## src/rtl/calc_operand_entry.sv

```systemverilog
// Keypad-to-operand sequencer: assembles two decimal-entered operands and an
// operator from single key strobes, and pulses exec_pulse on "=".
module calc_operand_entry #(
    parameter int WIDTH      = 8,
    parameter int MAX_DIGITS = 3
) (
    input  logic             clk,
    input  logic             rst_n,
    input  logic             key_valid,
    input  logic [7:0]       key_code,
    input  logic [WIDTH-1:0] mem_value,
    input  logic [WIDTH-1:0] result,
    output logic [WIDTH-1:0] operand_a,
    output logic [WIDTH-1:0] operand_b,
    output logic [1:0]       op_code,
    output logic             sel_operand,
    output logic [1:0]       digit_count,
    output logic             exec_pulse,
    output logic             overflow_err
);

    typedef enum logic [1:0] {ENTER_A, ENTER_B, DONE} state_t;

    localparam logic [1:0] MAXD = 2'(MAX_DIGITS);

    state_t           state, state_n;
    logic [WIDTH-1:0] a_n, b_n;
    logic [1:0]       op_n, cnt_n;
    logic             sel_n, pulse_n, ovf_n;
    logic             lock_a, lock_b, la_n, lb_n;

    logic [WIDTH-1:0] cur;
    logic             cur_lock;
    logic [WIDTH+3:0] nxt;
    logic [1:0]       op_sel;
    logic             is_digit, is_op, b_started;

    always_comb begin
        state_n  = state;
        a_n      = operand_a;
        b_n      = operand_b;
        op_n     = op_code;
        cnt_n    = digit_count;
        pulse_n  = 1'b0;
        ovf_n    = overflow_err;
        la_n     = lock_a;
        lb_n     = lock_b;

        cur       = (state == ENTER_B) ? operand_b : operand_a;
        cur_lock  = (state == ENTER_B) ? lock_b : lock_a;
        nxt       = {4'b0, cur} * (WIDTH+4)'(10) + (WIDTH+4)'(key_code[3:0]);
        op_sel    = 2'(key_code - 8'h0A);
        is_digit  = (key_code <= 8'h09);
        is_op     = (key_code >= 8'h0A) && (key_code <= 8'h0D);
        b_started = (digit_count != 2'd0) || lock_b;

        if (key_valid) begin
            if (key_code == 8'h0F) begin
                state_n = ENTER_A;
                a_n     = '0;
                b_n     = '0;
                op_n    = '0;
                cnt_n   = '0;
                ovf_n   = 1'b0;
                la_n    = 1'b0;
                lb_n    = 1'b0;
            end else if (is_digit) begin
                if (state == DONE) begin
                    state_n = ENTER_A;
                    a_n     = WIDTH'(key_code[3:0]);
                    b_n     = '0;
                    cnt_n   = 2'd1;
                    ovf_n   = 1'b0;
                    la_n    = 1'b0;
                    lb_n    = 1'b0;
                end else if (digit_count == MAXD || cur_lock || nxt[WIDTH+3:WIDTH] != '0) begin
                    ovf_n = 1'b1;
                end else begin
                    if (state == ENTER_B) b_n = nxt[WIDTH-1:0];
                    else                  a_n = nxt[WIDTH-1:0];
                    cnt_n = digit_count + 2'd1;
                end
            end else if (is_op) begin
                case (state)
                    ENTER_A: begin
                        op_n    = op_sel;
                        b_n     = '0;
                        lb_n    = 1'b0;
                        cnt_n   = '0;
                        state_n = ENTER_B;
                    end
                    ENTER_B: begin
                        if (!b_started) op_n = op_sel;
                    end
                    default: begin
                        // Chaining: the previous ALU result becomes the new A.
                        a_n     = result;
                        la_n    = 1'b0;
                        op_n    = op_sel;
                        b_n     = '0;
                        lb_n    = 1'b0;
                        cnt_n   = '0;
                        state_n = ENTER_B;
                    end
                endcase
            end else if (key_code == 8'h0E) begin
                if (state == ENTER_B && b_started) begin
                    pulse_n = 1'b1;
                    state_n = DONE;
                end
            end else if (key_code == 8'h10) begin
                case (state)
                    ENTER_A: begin
                        a_n  = mem_value;
                        la_n = 1'b1;
                    end
                    ENTER_B: begin
                        b_n  = mem_value;
                        lb_n = 1'b1;
                    end
                    default: begin
                        a_n     = mem_value;
                        la_n    = 1'b1;
                        b_n     = '0;
                        lb_n    = 1'b0;
                        cnt_n   = '0;
                        ovf_n   = 1'b0;
                        state_n = ENTER_A;
                    end
                endcase
            end
        end

        sel_n = (state_n == ENTER_B);
    end

    always_ff @(posedge clk) begin
        if (!rst_n) begin
            state        <= ENTER_A;
            operand_a    <= '0;
            operand_b    <= '0;
            op_code      <= '0;
            sel_operand  <= 1'b0;
            digit_count  <= '0;
            exec_pulse   <= 1'b0;
            overflow_err <= 1'b0;
            lock_a       <= 1'b0;
            lock_b       <= 1'b0;
        end else begin
            state        <= state_n;
            operand_a    <= a_n;
            operand_b    <= b_n;
            op_code      <= op_n;
            sel_operand  <= sel_n;
            digit_count  <= cnt_n;
            exec_pulse   <= pulse_n;
            overflow_err <= ovf_n;
            lock_a       <= la_n;
            lock_b       <= lb_n;
        end
    end

endmodule

```

## config.mk

```make
export PLATFORM = sky130hd
export DESIGN_NAME = calc_operand_entry
export DESIGN_NICKNAME = d
export VERILOG_FILES = /design/src/rtl/calc_operand_entry.sv
export SDC_FILE = /design/constraint.sdc
export NUM_CORES = 1
export LEC_CHECK = 0
export BUFFER_PORTS_ARGS = -buffer_cell sky130_fd_sc_hd__buf_2
export CORE_MARGIN = 1.5
export CORE_UTILIZATION = 30
export CTS_CLUSTER_SIZE = 25
export DETAILED_ROUTE_END_ITERATION = 10
export PLACE_DENSITY_LB_ADDON = 0.12
export REMOVE_ABC_BUFFERS = 1
export SKIP_LAST_GASP = 1
export SLEW_MARGIN = 40
export SYNTH_ARGS = -nofsm -noshare
export SYNTH_HDL_FRONTEND = slang
export SYNTH_SLANG_ARGS = --single-unit
```

## constraint.sdc

```tcl
create_clock -name clk -period 3.4 [get_ports clk]
set_input_delay 0.68 -clock clk [delete_from_list [all_inputs] [get_ports clk]]
set_output_delay 0.68 -clock clk [all_outputs]
set_load 0.05 [all_outputs]
```

# ---- Word-level counts from Yosys, hierarchy flattened
# Cells that the tools add are included.
dict set report op_classes {
  mul 1
  n_addsub 3
  eq_ne 23
  n_lt_le_gt_ge 3
  n_bitwise 3
  n_mux 69
  reduce_logical 20
}
# cell count
set ops {}
lappend ops {{$mux 8} 20}
lappend ops {{$mux 2} 24}
lappend ops {{$reduce_and 6->1} 4}
lappend ops {{$mux 1} 23}
lappend ops {{$eq 8x4->1 const B} 2}
lappend ops {{$le 8x4->1 const B} 2}
lappend ops {{$pmux 8 s2} 1}
lappend ops {{$reduce_and 7->1} 2}
lappend ops {{$add 12x4->12} 1}
lappend ops {{$ne 4x1->1 const B} 3}
lappend ops {{$ne 4x3->1 const B} 3}
lappend ops {{$ne 4x4->1 const B} 3}
lappend ops {{$mul 8x3->11 const B} 1}
lappend ops {{$eq 8x5->1 const B} 1}
lappend ops {{$ge 8x4->1 const B} 1}
lappend ops {{$reduce_bool 4->1} 2}
lappend ops {{$ne 3x1->1 const B} 2}
lappend ops {{$ne 3x2->1 const B} 2}
lappend ops {{$reduce_or 6->1} 1}
lappend ops {{$eq 2x1->1 const B} 2}
lappend ops {{$eq 2x2->1 const B} 2}
lappend ops {{$ne 4x2->1 const B} 1}
lappend ops {{$reduce_and 4->1} 1}
lappend ops {{$reduce_bool 2->1} 2}
lappend ops {{other kinds (11)} 16}
dict set report totals {
  elab_cells 132
  reg_bits 27
  output_inout_bits 23
  inputBits 27
}

# ---- Logic depth before layout (Yosys ltp)
dict set report logic_depth {
  depth_word 10
  ltp_mapped 14
  ltp_nobuf 12
}

# ---- Worst setup path after synthesis
# OpenSTA, ideal clock, no wires.
dict set report synth_timing {
  path_type {reg-to-reg}
  from {register state[0]}
  to {register digit_count[0]}
  path_slack_ns -0.332
  setup_ns 0.120
  arrival_time_ns 3.612
  n_path_buf 2
  period_less_slack_ns 3.732
  t_required_ns 3.280
  stages_incl_launch_ff 14
  path_cell_list {dfxtp_1 buf_2 nor2b_1 buf_1 mux2i_1 nor2_1 ha_1 fa_1 a211oi_1 o21bai_1 a221o_1 or2_1 nand2b_4 a211o_1}
}
dict set report synth_via {
  elab_chain_cells 8
  elab_cells_between_ends 18
  cone_classes {add/sub: 1; mul: 1; eq/ne: 5; mux: 5; reduce/logical: 6}
}
# element line_no
set synth_lines {}
lappend synth_lines {{start: declaration} 26} ;# state_t state, state_n;
lappend synth_lines {{start signal: assignment} 150} ;# state <= state_n;
lappend synth_lines {{$eq 2x1->1} n/a}
lappend synth_lines {{$mux 8} 49} ;# cur = (state == ENTER_B) ? operand_b : operand_a;
lappend synth_lines {{$mul 8x3->11} 51} ;# nxt = {4'b0, cur} * (WIDTH+4)'(10) + (WIDTH+4)'(key_code[3:0]);
lappend synth_lines {{$add 12x4->12} 51}
lappend synth_lines {{$reduce_bool 4->1} 76} ;# end else if (digit_count == MAXD || cur_lock || nxt[WIDTH+3:WIDTH] != '0) begin
lappend synth_lines {{$logic_or 1x1->1} 76}
lappend synth_lines {{$ne 4x4->1 (no line)} n/a}
lappend synth_lines {{$reduce_and 6->1 (no line)} n/a}
lappend synth_lines {{end signal: assignment} 155} ;# digit_count <= cnt_n;
lappend synth_lines {{end: declaration} 17} ;# output logic [1:0] digit_count,
# Several ways; a longest one is shown, not always the timed one.
# A chain may end at the register's enable or synchronous reset.

# ---- Worst setup path in the final report
# Same ends and word-level chain as after synthesis.

==> flow_metrics.env <==
export IMPL_die_h_um=93.6
export IMPL_synth_seq_cells=27
export IMPL_worstHoldPathType="flop to flop"
export IMPL_synth_cell_type_count=66
export IMPL_synth_async_sr_flop_share_pct=0
export IMPL_num_rows=32
export IMPL_worst_stage_delay_on_the_critical_path_ns=0.54
export IMPL_yosys_warnings=0
export IMPL_startpoint="state[0]$_SDFF_PN0_"
export IMPL_timing_setup_critical_path_class="flop to flop"
export IMPL_place_port_buffers=49
export IMPL_cp_data_required_time_ns=3.59
export IMPL_report_final_setup_viol=0
export IMPL_postCtsHoldBufs=0
export IMPL_timing_critical_path_to_type="flop"
export IMPL_layout_cells_sized_above_1_pct=27.5
export IMPL_seq_area_um2=542
export IMPL_worstRegToRegCells=14
export IMPL_layout_commonest_cell="sky130_fd_sc_hd__nand2_1"
export IMPL_tritoncts_num_buffers=3
export IMPL_status="finished, final reports clean"
export IMPL_first_pass_iters=4
export IMPL_grt_overflow_total=0
export IMPL_timing_critical_path_from_type="flop"
export IMPL_fin_nets=416
export IMPL_multiInputGateArea_um2=1880
export IMPL_power_share_clock_pct=32.1
export IMPL_synth_edf_count=0
export IMPL_start_util_pct=31.4
export IMPL_antennaDiodeCount=0
export IMPL_commonest_cells_after_routing_fill_and_taps_aside="sky130_fd_sc_hd__nand2_1, sky130_fd_sc_hd__buf_2, sky130_fd_sc_hd__dfxtp_1"
export IMPL_layout_worst_path_cycle_share_pct=95.0
export IMPL_max_slew_margin_rel_pct=62.0
export IMPL_clk_latency_ns=0.29
export IMPL_int_power_uw=448
export IMPL_grt_total_usage_pct=18.8
export IMPL_postRouteWirelength_um=8070
export IMPL_synth_cell_area_um2=2460
export IMPL_drv_cap=0
export IMPL_power_switching_uw=199
export IMPL_placeableCoreArea_um2=7850
export IMPL_final_antenna_net_count=0
export IMPL_route_layer_met1_wl_um=3630
export IMPL_setup_ws_ns=0.170
export IMPL_remaining_drc_errors=0
export IMPL_numPlacedInstances=467
export IMPL_clock_root_buffer="sky130_fd_sc_hd__clkbuf_8"
export IMPL_cellPowerDensity_nw_per_um2=211
export IMPL_fin_cells=473
export IMPL_detailroute_wirelength_met3_um=568
export IMPL_critical_path_peak_fanout=8
export IMPL_max_vdd_ir_drop_mv=0.125
export IMPL_via_per_inst=5.29
export IMPL_detail_route_iter0_violations=98
export IMPL_dp_final_hpwl_um=6360
export IMPL_comb_pwr_share_pct=18.5
export IMPL_layout_filler_cells=870
export IMPL_syn_avg_cell_area_um2=7.95
export IMPL_achievable_frequency_mhz=310
export IMPL_crit_end="digit_count[0]$_SDFFE_PN0P_"
export IMPL_share_seq_of_total_power_pct=49.4
export IMPL_tritoncts="yes"
export IMPL_cpMaxStageDelayCell="sky130_fd_sc_hd__fa_2"
export IMPL_dr_total_vias=2503
export IMPL_setup_reg_to_reg_worst_slack_ns=0.17
export IMPL_antenna_found_initial=0
export IMPL_grt_first_pass_wirelength_um=12600
export IMPL_clock_path_buffers=2
export IMPL_fp_dieArea_um2=8760
export IMPL_top_level_ports=50
export IMPL_r2r_end="digit_count[0]$_SDFFE_PN0P_"
export IMPL_clk_pin_slew_worst_paths_ns=0.11
export IMPL_finish_utilization_pct=39.1
export IMPL_die_w_um=93.6
export IMPL_gp_congestion=0.898
export IMPL_route_top_layer_used="met4"
export IMPL_critical_path_most_common_cell="sky130_fd_sc_hd__nand2_1"
export IMPL_clock_sinks=27
export IMPL_critical_path_cell_sequence="nor2b_1, buf_6, nand2_1, nand2_1, ha_1, ha_2, fa_2, nand2_2, a211oi_4, nand4_1, mux2i_2, buf_4, nand2b_4, a211o_1"
export IMPL_sequential_fraction_of_the_synthesis_area_pct=21.9
export IMPL_synthCells=310
export IMPL_first_global_vias=2356
export IMPL_finalCriticalPeriod_ns=3.23
export IMPL_sw_frac_of_total_pct=30.8
export IMPL_cts_htree_levels=1
export IMPL_grt_max_degree=34
export IMPL_layout_area_overhead_vs_synth_pct=24.7
export IMPL_clock_skew_final_ns=0.00637
export IMPL_dominantRegCellSynth="sky130_fd_sc_hd__dfxtp_1"
export IMPL_worst_slew_pin_slew_ns=0.569
export IMPL_leakage_uw=0.00143
export IMPL_timing_final_hold_violations=0
export IMPL_maxSlewViolCount=0
export IMPL_timing_critical_path_arrival_ns=3.42
export IMPL_met2WireLength_um=3790
export IMPL_wl_per_cell_um=17.1
export IMPL_post_place_ws_ns=0.0412
export IMPL_reg2reg_from="state[0]$_SDFF_PN0_"
## Yosys cell counts (all sizes together) (2+ instances only)
| cell type | count | area, um^2 |
|---|---|---|
| a211oi | 4 | 35.0 |
| a21o | 3 | 22.5 |
| a21oi | 14 | 81.3 |
| a221o | 3 | 30.0 |
| a22o | 5 | 43.8 |
| a31oi | 2 | 12.5 |
| and3 | 5 | 31.3 |
| and3b | 2 | 17.5 |
| buf | 7 | 36.3 |
| clkbuf | 8 | 30.0 |
| dfxtp | 27 | 541 |
| fa | 2 | 40.0 |
| ha | 15 | 188 |
| inv | 11 | 41.3 |
| mux2i | 27 | 270 |
| nand2 | 56 | 210 |
| nand2b | 5 | 46.3 |
| nand3 | 13 | 70.1 |
| nand4 | 3 | 18.8 |
| nor2 | 23 | 88.8 |
| nor2b | 4 | 25.0 |
| nor3 | 4 | 36.3 |
| nor4 | 2 | 27.5 |
| o2111ai | 3 | 26.3 |
| o21a | 2 | 15.0 |
| o21ai | 13 | 72.6 |
| o22ai | 2 | 12.5 |
| o2bb2ai | 7 | 61.3 |
| o32ai | 3 | 26.3 |
| or2 | 2 | 12.5 |
| or3 | 4 | 25.0 |
| xnor2 | 2 | 17.5 |
| xor2 | 7 | 61.3 |
## power by group through the flow
stage                     Sequential (uW)  Combinational (uW)  Clock (uW)
after floorplan                       332                54.2           0
after global placement                327                 118           0
after detailed placement              327                 117           0
after CTS                             319                 117         213
after global routing                  320                 131         226
final                                 320                 120         208
## worst max-delay path: cells and delay by family (launching register included)
kind | cells | cell delay, ns
compound gates | 2 | 0.51
fa+ha+maj | 3 | 0.97
simple gates | 6 | 0.65
flops | 1 | 0.34
buf+inv | 2 | 0.34
mux | 1 | 0.29
## sequential cells by signal (all words and copies together), names as in the netlist
| signal | cells |
|---|---|
| lock_a | 1 |
| overflow_err | 1 |
| state | 2 |
| exec_pulse | 1 |
| operand_b | 8 |
| lock_b | 1 |
| op_code | 2 |
| operand_a | 8 |
| sel_operand | 1 |
| digit_count | 2 |
## timing repair
| action | 4_1_cts | 5_1_grt |
|---|---|---|
| setup buffers | 0 | 2 |
| setup endpoints to repair | 0 | 19 |
| gates resized for setup | 0 | 16 |
## layout make-up
| class | instances | share of cell area, % |
|---|---|---|
| timing repair buffer | 72 | 14.1 |
| multi-input combinational | 256 | 61.1 |
| inverter | 12 | 1.47 |
| sequential | 27 | 17.6 |
| tap | 102 | 4.15 |
| clock buffer | 4 | 1.47 |
## through the flow
stage	cell area (um^2)	power (uW)	setup TNS [ns]	hold slack (ns)
2_1_floorplan	2400	386	-5.36	0.457
3_3_place_gp	2940	445	0	0.435
3_5_place_dp	2940	443	0	0.447
4_1_cts	2990	650	0	0.464
5_1_grt	3070	677	-0.0164	0.497
6_report	3070	647	0	0.460
## logic make-up (layout without fill, tap and decap cells)
logic type | count (synthesis) | in the layout | synth area share, %
compound gates | 73 | 73 | 22.2
xor+xnor | 10 | 10 | 4.16
fa+ha+maj | 17 | 17 | 9.24
buf+inv | 27 | 88 | 4.52
flops | 27 | 27 | 21.9
mux | 28 | 28 | 11.4
simple gates | 128 | 128 | 26.5
## worst min-delay path by stage
stage,startpoint,to,slack (ns),cells after the start
2_1_floorplan,lock_a$_SDFFE_PN0P_,lock_a$_SDFFE_PN0P_,0.46,2
3_3_place_gp,overflow_err$_SDFFE_PN0P_,overflow_err$_SDFFE_PN0P_,0.44,2
3_5_place_dp,op_code[1]$_SDFFE_PN0P_,op_code[1]$_SDFFE_PN0P_,0.45,2
4_1_cts,op_code[1]$_SDFFE_PN0P_,op_code[1]$_SDFFE_PN0P_,0.46,2
5_1_grt,op_code[1]$_SDFFE_PN0P_,op_code[1]$_SDFFE_PN0P_,0.50,2
6_report,op_code[1]$_SDFFE_PN0P_,op_code[1]$_SDFFE_PN0P_,0.46,2
## per-layer routing
metal	global-route usage (%)	up-vias
met5	0	-
met4	4.35	0
met3	2.20	7
met2	31.5	81
met1	25.5	1159
li1	-	1256
Note: power is estimated with default switching activity, not from simulation.
